`src/rtl/pll_cfg_pkg.sv`:
```
// Shared definitions for the PLL reconfiguration loader.
// Contents: the loader FSM state type, default field widths, the end-marker
// constant and helpers that build or split a {reg addr, data} table entry.
package pll_cfg_pkg;

    localparam int unsigned CFG_ADDR_W  = 6;
    localparam int unsigned CFG_DATA_W  = 9;
    localparam int unsigned CFG_ENTRY_W = CFG_ADDR_W + CFG_DATA_W;

    // An entry whose address field is all ones terminates a profile early.
    localparam logic [CFG_ADDR_W-1:0] END_MARKER = {CFG_ADDR_W{1'b1}};

    typedef enum logic [2:0] {
        StIdle,
        StFetch,
        StWrite,
        StStart,
        StPoll,
        StDone,
        StErr
    } state_t;

    function automatic logic [CFG_ENTRY_W-1:0] make_entry(input logic [CFG_ADDR_W-1:0] addr,
                                                          input logic [CFG_DATA_W-1:0] data);
        return {addr, data};
    endfunction

    function automatic logic [CFG_ADDR_W-1:0] entry_addr(input logic [CFG_ENTRY_W-1:0] entry);
        return entry[CFG_ENTRY_W-1:CFG_DATA_W];
    endfunction

    function automatic logic [CFG_DATA_W-1:0] entry_data(input logic [CFG_ENTRY_W-1:0] entry);
        return entry[CFG_DATA_W-1:0];
    endfunction

endpackage

```
`src/rtl/pll_cfg_table.sv`:
```
// Profile storage RAM: one synchronous write port, one registered read port.
// Ports:
//   clk    - clock
//   we     - write strobe, waddr/wdata - write address and entry
//   re     - read enable, raddr - read address
//   rdata  - read data, valid the cycle after re
// No reset on the array or read register; a same-cycle write and read of one
// location returns the previous contents.
module pll_cfg_table
    import pll_cfg_pkg::*;
#(
    parameter int unsigned WIDTH     = CFG_ENTRY_W,
    parameter int unsigned ADDR_BITS = 5
) (
    input  logic                 clk,
    input  logic                 we,
    input  logic [ADDR_BITS-1:0] waddr,
    input  logic [WIDTH-1:0]     wdata,
    input  logic                 re,
    input  logic [ADDR_BITS-1:0] raddr,
    output logic [WIDTH-1:0]     rdata
);

    logic [WIDTH-1:0] mem [2**ADDR_BITS];

    always_ff @(posedge clk) begin
        if (we) begin
            mem[waddr] <= wdata;
        end
        if (re) begin
            rdata <= mem[raddr];
        end
    end

endmodule

```
`src/rtl/pll_cfg_loader.sv`:
```
// Streams a stored reconfiguration profile into the PLL management port,
// launches reconfiguration and polls status until done or timeout.
// Ports:
//   CLOCK, RESET              - clock, synchronous active-high reset
//   WE/WR_PROFILE/WR_INDEX/WR_ENTRY - host table write port
//   LOAD_REQ/LOAD_PROFILE     - load request, accepted only when idle
//   BUSY/DONE/ERROR           - status (DONE one-cycle pulse, ERROR sticky)
//   MGMT_*                    - PLL reconfig management master port
module pll_cfg_loader
    import pll_cfg_pkg::*;
#(
    parameter int unsigned         DATA_W      = CFG_DATA_W,
    parameter int unsigned         ADDR_W      = CFG_ADDR_W,
    parameter int unsigned         PROFILES    = 4,
    parameter int unsigned         WORDS       = 8,
    parameter logic [ADDR_W-1:0]   START_ADDR  = 6'h02,
    parameter logic [ADDR_W-1:0]   STATUS_ADDR = 6'h01,
    parameter int unsigned         TIMEOUT     = 1023
) (
    input  logic                        CLOCK,
    input  logic                        RESET,
    input  logic                        WE,
    input  logic [$clog2(PROFILES)-1:0] WR_PROFILE,
    input  logic [$clog2(WORDS)-1:0]    WR_INDEX,
    input  logic [ADDR_W+DATA_W-1:0]    WR_ENTRY,
    input  logic                        LOAD_REQ,
    input  logic [$clog2(PROFILES)-1:0] LOAD_PROFILE,
    output logic                        BUSY,
    output logic                        DONE,
    output logic                        ERROR,
    output logic [ADDR_W-1:0]           MGMT_ADDRESS,
    output logic [DATA_W-1:0]           MGMT_WRITEDATA,
    output logic                        MGMT_WRITE,
    output logic                        MGMT_READ,
    input  logic [DATA_W-1:0]           MGMT_READDATA,
    input  logic                        MGMT_WAITREQUEST
);

    localparam int unsigned PROF_W  = $clog2(PROFILES);
    localparam int unsigned IDX_W   = $clog2(WORDS);
    localparam int unsigned ENTRY_W = ADDR_W + DATA_W;
    localparam int unsigned CNT_W   = $clog2(TIMEOUT + 1);

    state_t              state_q, state_d;
    logic [PROF_W-1:0]   prof_q, prof_d;
    logic [IDX_W-1:0]    idx_q, idx_d;
    logic                rd_pend_q, rd_pend_d;  // second FETCH cycle: RAM data valid
    logic                gap_q, gap_d;          // idle cycle between status polls
    logic [CNT_W-1:0]    cnt_q, cnt_d;

    logic                busy_q, busy_d;
    logic                done_q, done_d;
    logic                error_q, error_d;
    logic [ADDR_W-1:0]   addr_q, addr_d;
    logic [DATA_W-1:0]   wdata_q, wdata_d;
    logic                write_q, write_d;
    logic                read_q, read_d;

    logic [ENTRY_W-1:0]  rd_entry;
    logic                rd_en;
    logic                rd_is_end;
    logic                cur_is_end;
    logic                last_idx;
    logic                timeout_hit;
    logic                unused_rdata;

    assign rd_en       = (state_q == StFetch) && !rd_pend_q;
    assign rd_is_end   = &rd_entry[ENTRY_W-1:DATA_W];
    assign cur_is_end  = &addr_q;
    assign last_idx    = (idx_q == IDX_W'(WORDS - 1));
    assign timeout_hit = (cnt_q == CNT_W'(TIMEOUT - 1));
    assign unused_rdata = ^MGMT_READDATA[DATA_W-1:1];

    pll_cfg_table #(
        .WIDTH     (ENTRY_W),
        .ADDR_BITS (PROF_W + IDX_W)
    ) u_table (
        .clk   (CLOCK),
        .we    (WE),
        .waddr ({WR_PROFILE, WR_INDEX}),
        .wdata (WR_ENTRY),
        .re    (rd_en),
        .raddr ({prof_q, idx_q}),
        .rdata (rd_entry)
    );

    // State and registered outputs.
    always_ff @(posedge CLOCK) begin
        if (RESET) begin
            state_q   <= StIdle;
            prof_q    <= '0;
            idx_q     <= '0;
            rd_pend_q <= 1'b0;
            gap_q     <= 1'b0;
            cnt_q     <= '0;
            busy_q    <= 1'b0;
            done_q    <= 1'b0;
            error_q   <= 1'b0;
            addr_q    <= '0;
            wdata_q   <= '0;
            write_q   <= 1'b0;
            read_q    <= 1'b0;
        end else begin
            state_q   <= state_d;
            prof_q    <= prof_d;
            idx_q     <= idx_d;
            rd_pend_q <= rd_pend_d;
            gap_q     <= gap_d;
            cnt_q     <= cnt_d;
            busy_q    <= busy_d;
            done_q    <= done_d;
            error_q   <= error_d;
            addr_q    <= addr_d;
            wdata_q   <= wdata_d;
            write_q   <= write_d;
            read_q    <= read_d;
        end
    end

    // Next state and sequencing counters.
    always_comb begin
        state_d   = state_q;
        prof_d    = prof_q;
        idx_d     = idx_q;
        rd_pend_d = rd_pend_q;
        gap_d     = gap_q;
        cnt_d     = cnt_q;
        unique case (state_q)
            StIdle: begin
                if (LOAD_REQ) begin
                    prof_d    = LOAD_PROFILE;
                    idx_d     = '0;
                    rd_pend_d = 1'b0;
                    state_d   = StFetch;
                end
            end
            StFetch: begin
                rd_pend_d = !rd_pend_q;
                if (rd_pend_q) begin
                    state_d = StWrite;
                end
            end
            StWrite: begin
                if (cur_is_end) begin
                    state_d = StStart;
                end else if (!MGMT_WAITREQUEST) begin
                    if (last_idx) begin
                        state_d = StStart;
                    end else begin
                        idx_d   = idx_q + 1'b1;
                        state_d = StFetch;
                    end
                end
            end
            StStart: begin
                if (!MGMT_WAITREQUEST) begin
                    cnt_d   = '0;
                    gap_d   = 1'b0;
                    state_d = StPoll;
                end
            end
            StPoll: begin
                if (gap_q) begin
                    gap_d = 1'b0;
                end else if (!MGMT_WAITREQUEST) begin
                    if (MGMT_READDATA[0]) begin
                        state_d = StDone;
                    end else begin
                        cnt_d = cnt_q + 1'b1;
                        if (timeout_hit) begin
                            state_d = StErr;
                        end else begin
                            gap_d = 1'b1;
                        end
                    end
                end
            end
            StDone:  state_d = StIdle;
            StErr:   state_d = StIdle;
            default: state_d = StIdle;
        endcase
    end

    // Next values of the registered outputs, so each output is valid in the
    // first cycle of the state that owns it.
    always_comb begin
        busy_d  = busy_q;
        done_d  = 1'b0;
        error_d = error_q;
        addr_d  = addr_q;
        wdata_d = wdata_q;
        write_d = 1'b0;
        read_d  = 1'b0;
        unique case (state_q)
            StIdle: begin
                if (LOAD_REQ) begin
                    busy_d  = 1'b1;
                    error_d = 1'b0;
                end
            end
            StFetch: begin
                if (rd_pend_q) begin
                    addr_d  = rd_entry[ENTRY_W-1:DATA_W];
                    wdata_d = rd_entry[DATA_W-1:0];
                    write_d = !rd_is_end;
                end
            end
            StWrite: begin
                if (cur_is_end || (!MGMT_WAITREQUEST && last_idx)) begin
                    addr_d  = START_ADDR;
                    wdata_d = DATA_W'(1);
                    write_d = 1'b1;
                end else if (MGMT_WAITREQUEST) begin
                    write_d = 1'b1;
                end
            end
            StStart: begin
                if (MGMT_WAITREQUEST) begin
                    write_d = 1'b1;
                end else begin
                    addr_d  = STATUS_ADDR;
                    wdata_d = '0;
                    read_d  = 1'b1;
                end
            end
            StPoll: begin
                if (gap_q || MGMT_WAITREQUEST) begin
                    read_d = 1'b1;
                end else if (MGMT_READDATA[0]) begin
                    done_d = 1'b1;
                    busy_d = 1'b0;
                end else if (timeout_hit) begin
                    error_d = 1'b1;
                    busy_d  = 1'b0;
                end
            end
            StDone:  busy_d = 1'b0;
            StErr:   busy_d = 1'b0;
            default: busy_d = 1'b0;
        endcase
    end

    assign BUSY           = busy_q;
    assign DONE           = done_q;
    assign ERROR          = error_q;
    assign MGMT_ADDRESS   = addr_q;
    assign MGMT_WRITEDATA = wdata_q;
    assign MGMT_WRITE     = write_q;
    assign MGMT_READ      = read_q;

endmodule

```
`config.mk`:
```
export PLATFORM = sky130hd
export DESIGN_NAME = pll_cfg_loader
export DESIGN_NICKNAME = d
export VERILOG_FILES = /design/src/rtl/pll_cfg_pkg.sv /design/src/rtl/pll_cfg_table.sv /design/src/rtl/pll_cfg_loader.sv
export SDC_FILE = /design/constraint.sdc
export NUM_CORES = 1
export LEC_CHECK = 0
export BUFFER_PORTS_ARGS = -buffer_cell sky130_fd_sc_hd__buf_2
export CAP_MARGIN = 40
export CORE_MARGIN = 2
export CORE_UTILIZATION = 65
export CTS_CLUSTER_DIAMETER = 100
export DETAILED_ROUTE_END_ITERATION = 7
export GPL_TIMING_DRIVEN = 0
export PLACE_DENSITY = 0.86
export SYNTH_ARGS = -nofsm -noshare
export SYNTH_HDL_FRONTEND = slang
export SYNTH_SLANG_ARGS = --single-unit
```
`constraint.sdc`:
```
create_clock -name CLOCK -period 3.55 [get_ports CLOCK]
set_input_delay 0.71 -clock CLOCK [delete_from_list [all_inputs] [get_ports CLOCK]]
set_output_delay 0.71 -clock CLOCK [all_outputs]
set_load 0.005 [all_outputs]
```
==> results.toml <==
[status]
outcome = "complete, no violations"

[synthesis]
async_flop_share_pct = 0
synth_top_flop_cell = "edfxtp_1"
netlist_instances = 968
synth_area_um2 = 20700
synth_most_common_cell = "edfxtp_1"
ys_ff_latch = 535
synth_top_cell_area_share_pct = 71.6
synth.area.top_cells = "edfxtp_1, mux4_2, dfxtp_1"
ys_seq_area_share_pct = 75.5
avgSynthCellArea_um2 = 21.4
synth_nets = 1008
yosys-top-cells-count = "edfxtp_1, mux4_2, nor2_1, dfxtp_1, clkbuf_1"
synth_warnings = 0
synth_edf_count = 495
synth_top_area_cell = "edfxtp_1"
synth_cell_types = 51

[setup_path]
regToRegStartpoint = "idx_q[1]$_SDFFE_PP0P_"
rr_endpoint = "u_table.rdata[7]$_DFFE_PP_"
critPathKind = "reg2reg"
cp.arrival_ns = 3.75
worst_setup_path_end_kind = "register"
worstPathRequired_ns = 3.85
cp_max_fo = 10
ff2ff_path_depth = 5
ff2ff_setup_slack_ns = 0.11
start_kind = "register"

[grt]
grt_pass1_wl_um = 72000
grt_pass1_vias = 10544
grt_max_degree = 33
track_usage_pct = 30.8
grt_overflow = 0
grt_antenna_before_repair = 2

[hold_path]
holdPathEnd = "prof_q[1]$_SDFFE_PP0P_"
min_path_type = "in2reg"
hold_depth = 3
hold_start = "LOAD_PROFILE[1]"

[floorplanning]
die-height_um = 183
fp.dieW_um = 183
row_count = 65
dieArea_um2 = 33400
ios = 56
core_area_um2 = 31500
initial_core_util_pct = 65.9

[detailed_routing]
firstDrtPassIters = 5
via_per_inst = 6.93
drt_wl_total_um = 50000
drtIter0Drc = 1561
vias = 10788
final_antenna_net_count = 0
wl_per_cell_um = 32.1
drc = 0

[cts]
cts_hold_buf = 0
clock_sinks = 535
cts_setup_buffers = 0
clk_path_buf_depth = 3
cts-htree-levels = 2
ctsResizeCount = 0
clockRootBuffer = "clkbuf_16"
tritoncts = "built"
clk_latency_ns = 0.58
clkTransAtPathRegs_ns = 0.06
cts_buffers = 52

[sta]
finClkSkew_ns = 0.0178
setup_ws_ns = 0.108
rsz0062_at_grt = "false"
slew_violations = 0
fmax_mhz = 291
min_period_over_period_pct = 97.0
slew_headroom_pct = 37.7
finalSetupViolations = 0
worstMarginPinSlew_ns = 0.932
setup_tns_ns = 0
hold_viol = 0
min_period_ns = 3.44

[power_and_ir_drop]
power_switching_mw = 3.20
p_leak_nw = 7.39
seqPwrFrac_pct = 51.4
p_int_mw = 10.8
p_clk_share_pct = 39.2
p_comb_share_pct = 9.4
ir_drop_v = 0.000410
p_per_area_nw_per_um2 = 591
power_switching_share_pct = 22.9

[place]
gp_congestion = 0.872
dp_hpwl_um = 30600
place_ws_ns = 0.259
place_area_um2 = 21900
portBuffers = 46

[cells_and_area]
drive_gt1_share_pct = 31.5
design_area_um2 = 23600
fin_nets = 1151
post-route-util_pct = 75.1
area_growth_pct = 13.9

[job]
maxCapViolations = 0
-- power by group through the flow --
stage          clock [mW]  combinational, mW  sequential [mW]
2_1_floorplan           0              0.800             7.29
3_3_place_gp            0               1.18             7.30
3_5_place_dp            0               1.26             7.31
4_1_cts              5.51               1.29             7.18
5_1_grt              5.74               1.39             7.20
6_report             5.48               1.31             7.18
-- metal layers --
layer  vias up  share of wire (%)  track usage, %
li1       4322                  -               -
met1      5568                 35            42.8
met2       794                 50            50.2
met3       104                 12            6.79
met4         0                3.3            9.65
met5         -                  0               0
-- worst max-delay path: stages (launching register included) --
cell and delay [ns]:
dfxtp_1 0.45, clkbuf_1 0.57, buf_1 0.73, mux4_2 0.46
mux4_2 0.59, mux2_2 0.36
-- worst max-delay path by stage --
stage / start / end / cells past startpoint
after floorplan: WR_INDEX[1] / u_table.mem[12][0]$_DFFE_PP_ / 3
after global placement: idx_q[1]$_SDFFE_PP0P_ / u_table.rdata[12]$_DFFE_PP_ / 5
after detailed placement: idx_q[1]$_SDFFE_PP0P_ / u_table.rdata[10]$_DFFE_PP_ / 5
after CTS: idx_q[1]$_SDFFE_PP0P_ / u_table.rdata[7]$_DFFE_PP_ / 5
after global routing: idx_q[1]$_SDFFE_PP0P_ / u_table.rdata[7]$_DFFE_PP_ / 5
final: idx_q[1]$_SDFFE_PP0P_ / u_table.rdata[7]$_DFFE_PP_ / 5
-- logic make-up (layout without fill, tap and decap cells) --
| kind of cell | after synthesis | after routing | share of synthesized area [%] |
|---|---|---|---|
| DFF | 535 | 535 | 75.5 |
| muxes | 173 | 173 | 17.5 |
| and+or+nand+nor | 147 | 147 | 3.65 |
| buffers and inverters | 55 | 241 | 1.35 |
| AOI/OAI and AO/OA | 46 | 46 | 1.44 |
| xor gates and xnor gates | 8 | 8 | 0.338 |
| adders and majority gates | 4 | 4 | 0.241 |
| other | 0 | 1 | 0 |
-- placed cells by master, fill, tap and decap left out, types with 15 or more instances in the layout --
master,count
nand3_1,17
mux2_2,15
nor2_1,62
clkbuf_1,41
dfxtp_1,40
mux4_2,150
a21oi_1,21
buf_6,40
nand2_1,24
buf_2,51
clkbuf_16,53
edfxtp_1,495
-- registers in the layout (all words and copies together) (netlist names) --
name	cells
BUSY	1
MGMT_WRITE	1
u_table.rdata	15
MGMT_READ	1
MGMT_ADDRESS	6
ERROR	1
rd_pend_q	1
gap_q	1
MGMT_WRITEDATA	9
state_q	3
DONE	1
cnt_q	10
prof_q	2
idx_q	3
u_table.mem	480
-- area by class of cell --
class	count	area (um^2)
clock buffers	65	1410
well taps	402	503
clock inverters	32	290
flip-flops and latches	535	15700
repair buffers	89	669
plain buffers	52	269
diodes	1	2.50
inverters	3	11.3
multi-input cells	378	4810
fillers	1598	7840
-- per-stage QoR --
stage               instances  power (mW)  hold WS (ns)
global placement         1416        8.48         0.437
detailed placement       1453        8.57         0.445
CTS                      1550        14.0         0.375
finish                   1557        14.0         0.391
global route             1556        14.3         0.397
floorplan                 968        8.09         0.448
Power figures use the tool's default switching activity.
